### src/rtl/reg_scoreboard_pkg.sv
// Shared constants and the RAW readiness rule for the register scoreboard.
// SCOREBOARD_FWD_EN: a counter at 1 is treated as ready because the bypass delivers the result next cycle.
package reg_scoreboard_pkg;

  localparam int ZERO_REG     = 0;
  localparam int DEF_NUM_REGS = 32;
  localparam int DEF_ADDR_W   = 5;
  localparam int DEF_RD_PORTS = 2;
  localparam int DEF_LAT_W    = 3;

  function automatic logic not_ready(input int unsigned cnt);
`ifdef SCOREBOARD_FWD_EN
    return cnt > 1;
`else
    return cnt != 0;
`endif
  endfunction

endpackage

### src/rtl/reg_scoreboard_if.sv
// Issue/read/writeback bundle between the decode stage and the register scoreboard.
interface reg_scoreboard_if #(
  parameter int NUM_REGS = 32,
  parameter int ADDR_W   = 5,
  parameter int RD_PORTS = 2,
  parameter int LAT_W    = 3
);

  logic                         issue_valid;
  logic                         wr_en;
  logic [ADDR_W-1:0]            wr_addr;
  logic [LAT_W-1:0]             wr_lat;
  logic [RD_PORTS-1:0]          rd_en;
  logic [RD_PORTS*ADDR_W-1:0]   rd_addr;
  logic                         wb_en;
  logic [ADDR_W-1:0]            wb_addr;
  logic                         flush;
  logic                         hazard;
  logic [RD_PORTS-1:0]          hazard_port;
  logic                         issue_fire;
  logic [NUM_REGS-1:0]          busy_vec;

  modport master (
    output issue_valid, wr_en, wr_addr, wr_lat, rd_en, rd_addr, wb_en, wb_addr, flush,
    input  hazard, hazard_port, issue_fire, busy_vec
  );

  modport slave (
    input  issue_valid, wr_en, wr_addr, wr_lat, rd_en, rd_addr, wb_en, wb_addr, flush,
    output hazard, hazard_port, issue_fire, busy_vec
  );

endinterface

### src/rtl/reg_sb_entry.sv
// One register's pending-latency counter: flush, then load, then clear, then decrement.
module reg_sb_entry #(
  parameter int LAT_W = 3
) (
  input  logic             clk,
  input  logic             rst_n,
  input  logic             flush,
  input  logic             load,
  input  logic             clear,
  input  logic [LAT_W-1:0] lat,
  output logic [LAT_W-1:0] cnt
);

  always_ff @(posedge clk) begin
    if (!rst_n) begin
      cnt <= '0;
    end else if (flush) begin
      cnt <= '0;
    end else if (load) begin
      cnt <= lat;
    end else if (clear) begin
      cnt <= '0;
    end else if (cnt != '0) begin
      cnt <= cnt - LAT_W'(1);
    end
  end

endmodule

### src/rtl/reg_scoreboard.sv
// GPR scoreboard: per-register latency counters, RAW/WAW stall detection and issue acceptance.
// SCOREBOARD_FWD_EN (via the package) relaxes RAW readiness only; WAW always needs an idle counter.
module reg_scoreboard
  import reg_scoreboard_pkg::*;
#(
  parameter int NUM_REGS = DEF_NUM_REGS,
  parameter int ADDR_W   = DEF_ADDR_W,
  parameter int RD_PORTS = DEF_RD_PORTS,
  parameter int LAT_W    = DEF_LAT_W
) (
  input  logic             clk,
  input  logic             rst_n,
  reg_scoreboard_if.slave  sb
);

  logic [NUM_REGS-1:0][LAT_W-1:0] cnt;
  logic [NUM_REGS-1:1]            load_vec;
  logic [NUM_REGS-1:1]            clear_vec;
  logic [NUM_REGS-1:0]            busy;
  logic [RD_PORTS-1:0]            raw_vec;
  logic                           waw;
  logic                           hazard_int;
  logic                           fire_int;

  // Addresses beyond the implemented file read as idle.
  function automatic logic [LAT_W-1:0] cnt_of(input logic [ADDR_W-1:0] addr);
    if (int'(addr) < NUM_REGS) return cnt[addr];
    return '0;
  endfunction

  always_comb begin
    raw_vec = '0;
    for (int k = 0; k < RD_PORTS; k++) begin
      if (sb.rd_en[k] && sb.rd_addr[k*ADDR_W +: ADDR_W] != ADDR_W'(ZERO_REG))
        raw_vec[k] = not_ready(32'(cnt_of(sb.rd_addr[k*ADDR_W +: ADDR_W])));
    end
  end

  always_comb begin
    waw        = sb.issue_valid && sb.wr_en && (sb.wr_addr != ADDR_W'(ZERO_REG)) &&
                 (cnt_of(sb.wr_addr) != '0);
    hazard_int = sb.issue_valid && ((|raw_vec) || waw) && !sb.flush;
    fire_int   = sb.issue_valid && !hazard_int && !sb.flush;
  end

  always_comb begin
    load_vec  = '0;
    clear_vec = '0;
    for (int r = 1; r < NUM_REGS; r++) begin
      load_vec[r]  = fire_int && sb.wr_en && (int'(sb.wr_addr) == r);
      clear_vec[r] = sb.wb_en && (int'(sb.wb_addr) == r);
    end
  end

  always_comb begin
    busy = '0;
    for (int r = 0; r < NUM_REGS; r++) busy[r] = (cnt[r] != '0);
  end

  assign cnt[ZERO_REG] = '0;

  for (genvar r = 1; r < NUM_REGS; r++) begin : g_entry
    reg_sb_entry #(.LAT_W(LAT_W)) u_entry (
      .clk   (clk),
      .rst_n (rst_n),
      .flush (sb.flush),
      .load  (load_vec[r]),
      .clear (clear_vec[r]),
      .lat   (sb.wr_lat),
      .cnt   (cnt[r])
    );
  end

  assign sb.hazard      = hazard_int;
  assign sb.hazard_port = raw_vec;
  assign sb.issue_fire  = fire_int;
  assign sb.busy_vec    = busy;

endmodule

### src/flat_wrapper.sv
// flat-port wrapper written by rule: the top's interface ports become plain ports
module reg_scoreboard_flat import reg_scoreboard_pkg::*;
#(
  parameter int NUM_REGS = DEF_NUM_REGS,
  parameter int ADDR_W   = DEF_ADDR_W,
  parameter int RD_PORTS = DEF_RD_PORTS,
  parameter int LAT_W    = DEF_LAT_W
)
  (clk, rst_n, sb_issue_valid, sb_wr_en, sb_wr_addr, sb_wr_lat, sb_rd_en, sb_rd_addr, sb_wb_en, sb_wb_addr, sb_flush, sb_hazard, sb_hazard_port, sb_issue_fire, sb_busy_vec);
  reg_scoreboard_if #(.NUM_REGS(NUM_REGS), .ADDR_W(ADDR_W), .RD_PORTS(RD_PORTS), .LAT_W(LAT_W)) sb_i ();
  input  logic clk;
  input  logic rst_n;
  input wire logic [$bits(sb_i.issue_valid)-1:0] sb_issue_valid;
  input wire logic [$bits(sb_i.wr_en)-1:0] sb_wr_en;
  input wire logic [$bits(sb_i.wr_addr)-1:0] sb_wr_addr;
  input wire logic [$bits(sb_i.wr_lat)-1:0] sb_wr_lat;
  input wire logic [$bits(sb_i.rd_en)-1:0] sb_rd_en;
  input wire logic [$bits(sb_i.rd_addr)-1:0] sb_rd_addr;
  input wire logic [$bits(sb_i.wb_en)-1:0] sb_wb_en;
  input wire logic [$bits(sb_i.wb_addr)-1:0] sb_wb_addr;
  input wire logic [$bits(sb_i.flush)-1:0] sb_flush;
  output wire logic [$bits(sb_i.hazard)-1:0] sb_hazard;
  output wire logic [$bits(sb_i.hazard_port)-1:0] sb_hazard_port;
  output wire logic [$bits(sb_i.issue_fire)-1:0] sb_issue_fire;
  output wire logic [$bits(sb_i.busy_vec)-1:0] sb_busy_vec;
  assign sb_i.issue_valid = sb_issue_valid;
  assign sb_i.wr_en = sb_wr_en;
  assign sb_i.wr_addr = sb_wr_addr;
  assign sb_i.wr_lat = sb_wr_lat;
  assign sb_i.rd_en = sb_rd_en;
  assign sb_i.rd_addr = sb_rd_addr;
  assign sb_i.wb_en = sb_wb_en;
  assign sb_i.wb_addr = sb_wb_addr;
  assign sb_i.flush = sb_flush;
  assign sb_hazard = sb_i.hazard;
  assign sb_hazard_port = sb_i.hazard_port;
  assign sb_issue_fire = sb_i.issue_fire;
  assign sb_busy_vec = sb_i.busy_vec;
  reg_scoreboard #(.NUM_REGS(NUM_REGS), .ADDR_W(ADDR_W), .RD_PORTS(RD_PORTS), .LAT_W(LAT_W)) u_core (.clk(clk), .rst_n(rst_n), .sb(sb_i));
endmodule
### config.mk
export PLATFORM = sky130hd
export DESIGN_NAME = reg_scoreboard_flat
export DESIGN_NICKNAME = d
export VERILOG_FILES = /design/src/rtl/reg_scoreboard_pkg.sv /design/src/rtl/reg_scoreboard_if.sv /design/src/rtl/reg_sb_entry.sv /design/src/rtl/reg_scoreboard.sv /design/src/flat_wrapper.sv
export SDC_FILE = /design/constraint.sdc
export NUM_CORES = 1
export LEC_CHECK = 0
export BUFFER_PORTS_ARGS = -buffer_cell sky130_fd_sc_hd__buf_2
export CORE_ASPECT_RATIO = 1.1
export CORE_MARGIN = 3
export CORE_UTILIZATION = 61
export DETAILED_ROUTE_END_ITERATION = 8
export HOLD_SLACK_MARGIN = 0.02
export PLACE_DENSITY_LB_ADDON = 0.12
export REMOVE_ABC_BUFFERS = 1
export SLEW_MARGIN = 5
export SYNTH_ARGS = -nofsm -noshare
export SYNTH_HDL_FRONTEND = slang
export SYNTH_SLANG_ARGS = --single-unit
export TNS_END_PERCENT = 10
### constraint.sdc
create_clock -name clk -period 3.9 [get_ports clk]
set_clock_uncertainty 0.15 [all_clocks]
set_input_delay 0.585 -clock clk [delete_from_list [all_inputs] [get_ports clk]]
set_output_delay 0.585 -clock clk [all_outputs]
set_load 0.02 [all_outputs]
==> impl_metrics.toml <==
[clock_tree]
cts_inserted_buffers = 9
clock_tree.root_cell = "clkbuf_16"
ctsResizeCount = 0
ctsHoldBuffers = 0
cts_buffer_depth = 2
ctsHtreeMaxLevel = 3
numClockSinks = 93
clock_latency_ps = 350
tritoncts = "done"
clk_pin_slew_ps = 70
post_cts_buffers = 0

[detailed_routing]
wl_met3_mm = 1.629
topRoutingLayerUsed = "met4"
wl_met2_mm = 9.538
drtAntennaViolNets = 0
drt-initial-drc-count = 708
routedWlPerCell_um = 17.83
wl_mm = 20.74
drc = 0
via_count = 6791
first_pass_iters = 6
wl_met1_mm = 8.671
viasPerCell = 5.839

[setup_path]
endpoint_kind = "primary output"
crit_chain = "nor3_1 > a21oi_1 > mux4_2 > o22ai_2 > nor3_2 > or4b_4 > nor2_1 > buf_2"
start_kind = "flip-flop"
critPathMaxStageDelay_ps = 590
critical_path_required_ps = 3160
crit_slowest_cell = "or4b_4"
worstPathArrival_ps = 3110
path_class = "flip-flop to primary output"
path_max_fanout = 5

[timing]
min_period_ps = 3847
drv_slew = 0
finalCritPeriodShare_pct = 98.64
finalHoldViolations = 0
relSlewSlack_pct = 38.67
worst_pin_slew_ps = 918.1
fin_ws_ps = 53.11
fmax_mhz = 260.0
setup_viol = 0
rsz0062_at_grt = "no"

[placement]
dp_cells = 1148
place_area_um2 = 8154
hpwl_mm = 15.33
portBuffers = 65
dp_slack_ps = 178.7
place_congestion = 1.028

[floorplan]
die_w_um = 112.4
initial_core_util_pct = 62.86
core_area_um2 = 12090
die_y_um = 123.0
row_count = 42
ios = 67
dieArea_um2 = 13830

[final_layout]
regMostFlops = "u_core.g_entry.u_entry.cnt"
fillers = 1018
syn_to_final_growth_pct = 11.43
nets = 1098
final_cells = 1163
reg_top3 = "u_core.g_entry.u_entry.cnt x93"
drive_above_1_share_pct = 15.06
multi_input_area_um2 = 5065
antenna_cells = 0
post-route-util_pct = 70.04
largest_register_ffs = 93
seq_area_um2 = 1862
fin_area_um2 = 8466

[synthesis]
syn_area_per_cell_um2 = 8.048
synth_seq_cells = 93
syn-instance-count = 944
ys_async_sr_fraction_pct = 0
ys_types = 54
synth_area_um2 = 7597
synth_edf_count = 0
synthFlopType = "dfxtp_1"
synth_warnings = 0
seq_area_frac_synth_pct = 24.51

[pwr]
clockPowerShare_pct = 34.9
p_int_uw = 1805
p_comb_share_pct = 26.7
p_leak_uw = 0.003315
switching_power_uw = 865.9
switching_share_pct = 32.42
ir_drop_uv = 191.6
power_density_nw_per_um2 = 315.5
p_seq_share_pct = 38.4

[status]
status = "completed"

[flow_run]
maxCapViolations = 0

[global_route]
antenna_found_initial = 0
grt_usage_pct = 30.19
grt_pass1_wl_mm = 32.92
overflow = 0
grt_pass1_vias = 6306
grt_max_degree = 32

[min_path]
hp-class = "flip-flop to flip-flop"
## power by group through the flow
stage,combinational [uW],clock [uW],sequential [uW]
floorplan,473,0,1030
global placement,691,0,1040
detailed placement,701,0,1040
global route,788,972,1030
CTS,707,938,1020
finish,715,932,1020
## worst paths after layout
kind	startpoint	endpoint	slack (ps)	cells after the start
setup / recovery	u_core.g_entry[21].u_entry.cnt[0]	sb_issue_fire	50	8
hold reg to reg	u_core.g_entry[1].u_entry.cnt[2]	u_core.g_entry[1].u_entry.cnt[2]	440	4
setup reg to reg	u_core.g_entry[21].u_entry.cnt[0]	u_core.g_entry[20].u_entry.cnt[0]	400	9
hold / removal	u_core.g_entry[1].u_entry.cnt[2]	u_core.g_entry[1].u_entry.cnt[2]	440	4
## worst max-delay path: cells and delay by family (launching register included)
kind | cells | cell delay, ps
multiplexers | 1 | 490
flip-flops | 1 | 330
AO/OA/AOI/OAI | 2 | 340
buffers and inverters | 1 | 200
AND/OR/NAND/NOR | 4 | 1400
## per-stage QoR
step / hold slack (ps) / total power, uW / TNS (ps)
3_5_place_dp: 436.4 / 1746 / 0
5_1_grt: 482.8 / 2790 / 0
4_1_cts: 448.8 / 2668 / 0
6_report: 442.7 / 2671 / 0
2_1_floorplan: 406.9 / 1507 / -107520
3_3_place_gp: 430.9 / 1735 / 0
## layer usage
metal	track usage [%]	up-vias
met3	5.335	74
met1	38.57	3065
met2	50.26	282
met4	13.30	0
li1	-	3370
met5	0	-
## kinds of logic after synthesis
family                   Yosys count  synth area share, %
AO/OA/AOI/OAI                    160                12.45
multiplexers                     105                14.84
XOR/XNOR                          31                3.574
buffers and inverters            175                9.042
AND/OR/NAND/NOR                  317                25.33
other                              1              0.04936
flip-flops                        93                24.51
adder cells (fa/ha/maj)           62                10.21
## layout by cell type, fill, tap and decap left out, types with 6 or more instances in the layout
cell       count
buf_4         26
clkbuf_16      9
nor4_4        29
a21oi_1       36
o21ai_0       75
nand2b_1      10
xnor2_1       31
inv_1        133
nor4_1        18
buf_2         65
a31oi_1        8
ha_1          62
nor2_1        22
mux4_2         6
a211oi_1       8
mux2i_1       98
nor3_1        28
dfxtp_1       93
nand2_1      175
## area by class of cell
type                    instances  area share [%]
multi-input cells             676           59.83
flip-flops and latches         93           21.99
repair buffers                 92           6.385
inverters                     133           5.897
clock buffers                  11           2.749
well taps                     154           2.276
clock inverters                 4          0.8720
## cells in the mapped netlist (4+ instances only)
cell type | count | area [um^2]
nand2_1 | 176 | 660.6
inv_1 | 133 | 499.2
mux2i_1 | 98 | 980.9
dfxtp_1 | 93 | 1862
o21ai_0 | 75 | 375.4
ha_1 | 62 | 775.7
a21oi_1 | 36 | 180.2
xnor2_1 | 31 | 271.5
nor3_1 | 29 | 145.1
nor4_4 | 29 | 616.8
clkbuf_1 | 24 | 90.09
nor2_1 | 22 | 82.58
nor4_1 | 18 | 112.6
nand2b_1 | 10 | 62.56
a211oi_1 | 8 | 60.06
a31oi_1 | 8 | 50.05
buf_2 | 8 | 40.04
mux4_2 | 6 | 135.1
a2111oi_0 | 5 | 43.79
buf_4 | 5 | 37.54
nand3_1 | 5 | 25.02
nor2b_1 | 5 | 31.28
o211ai_1 | 5 | 37.54
buf_1 | 4 | 15.01
Power figures use the tool's default switching activity.
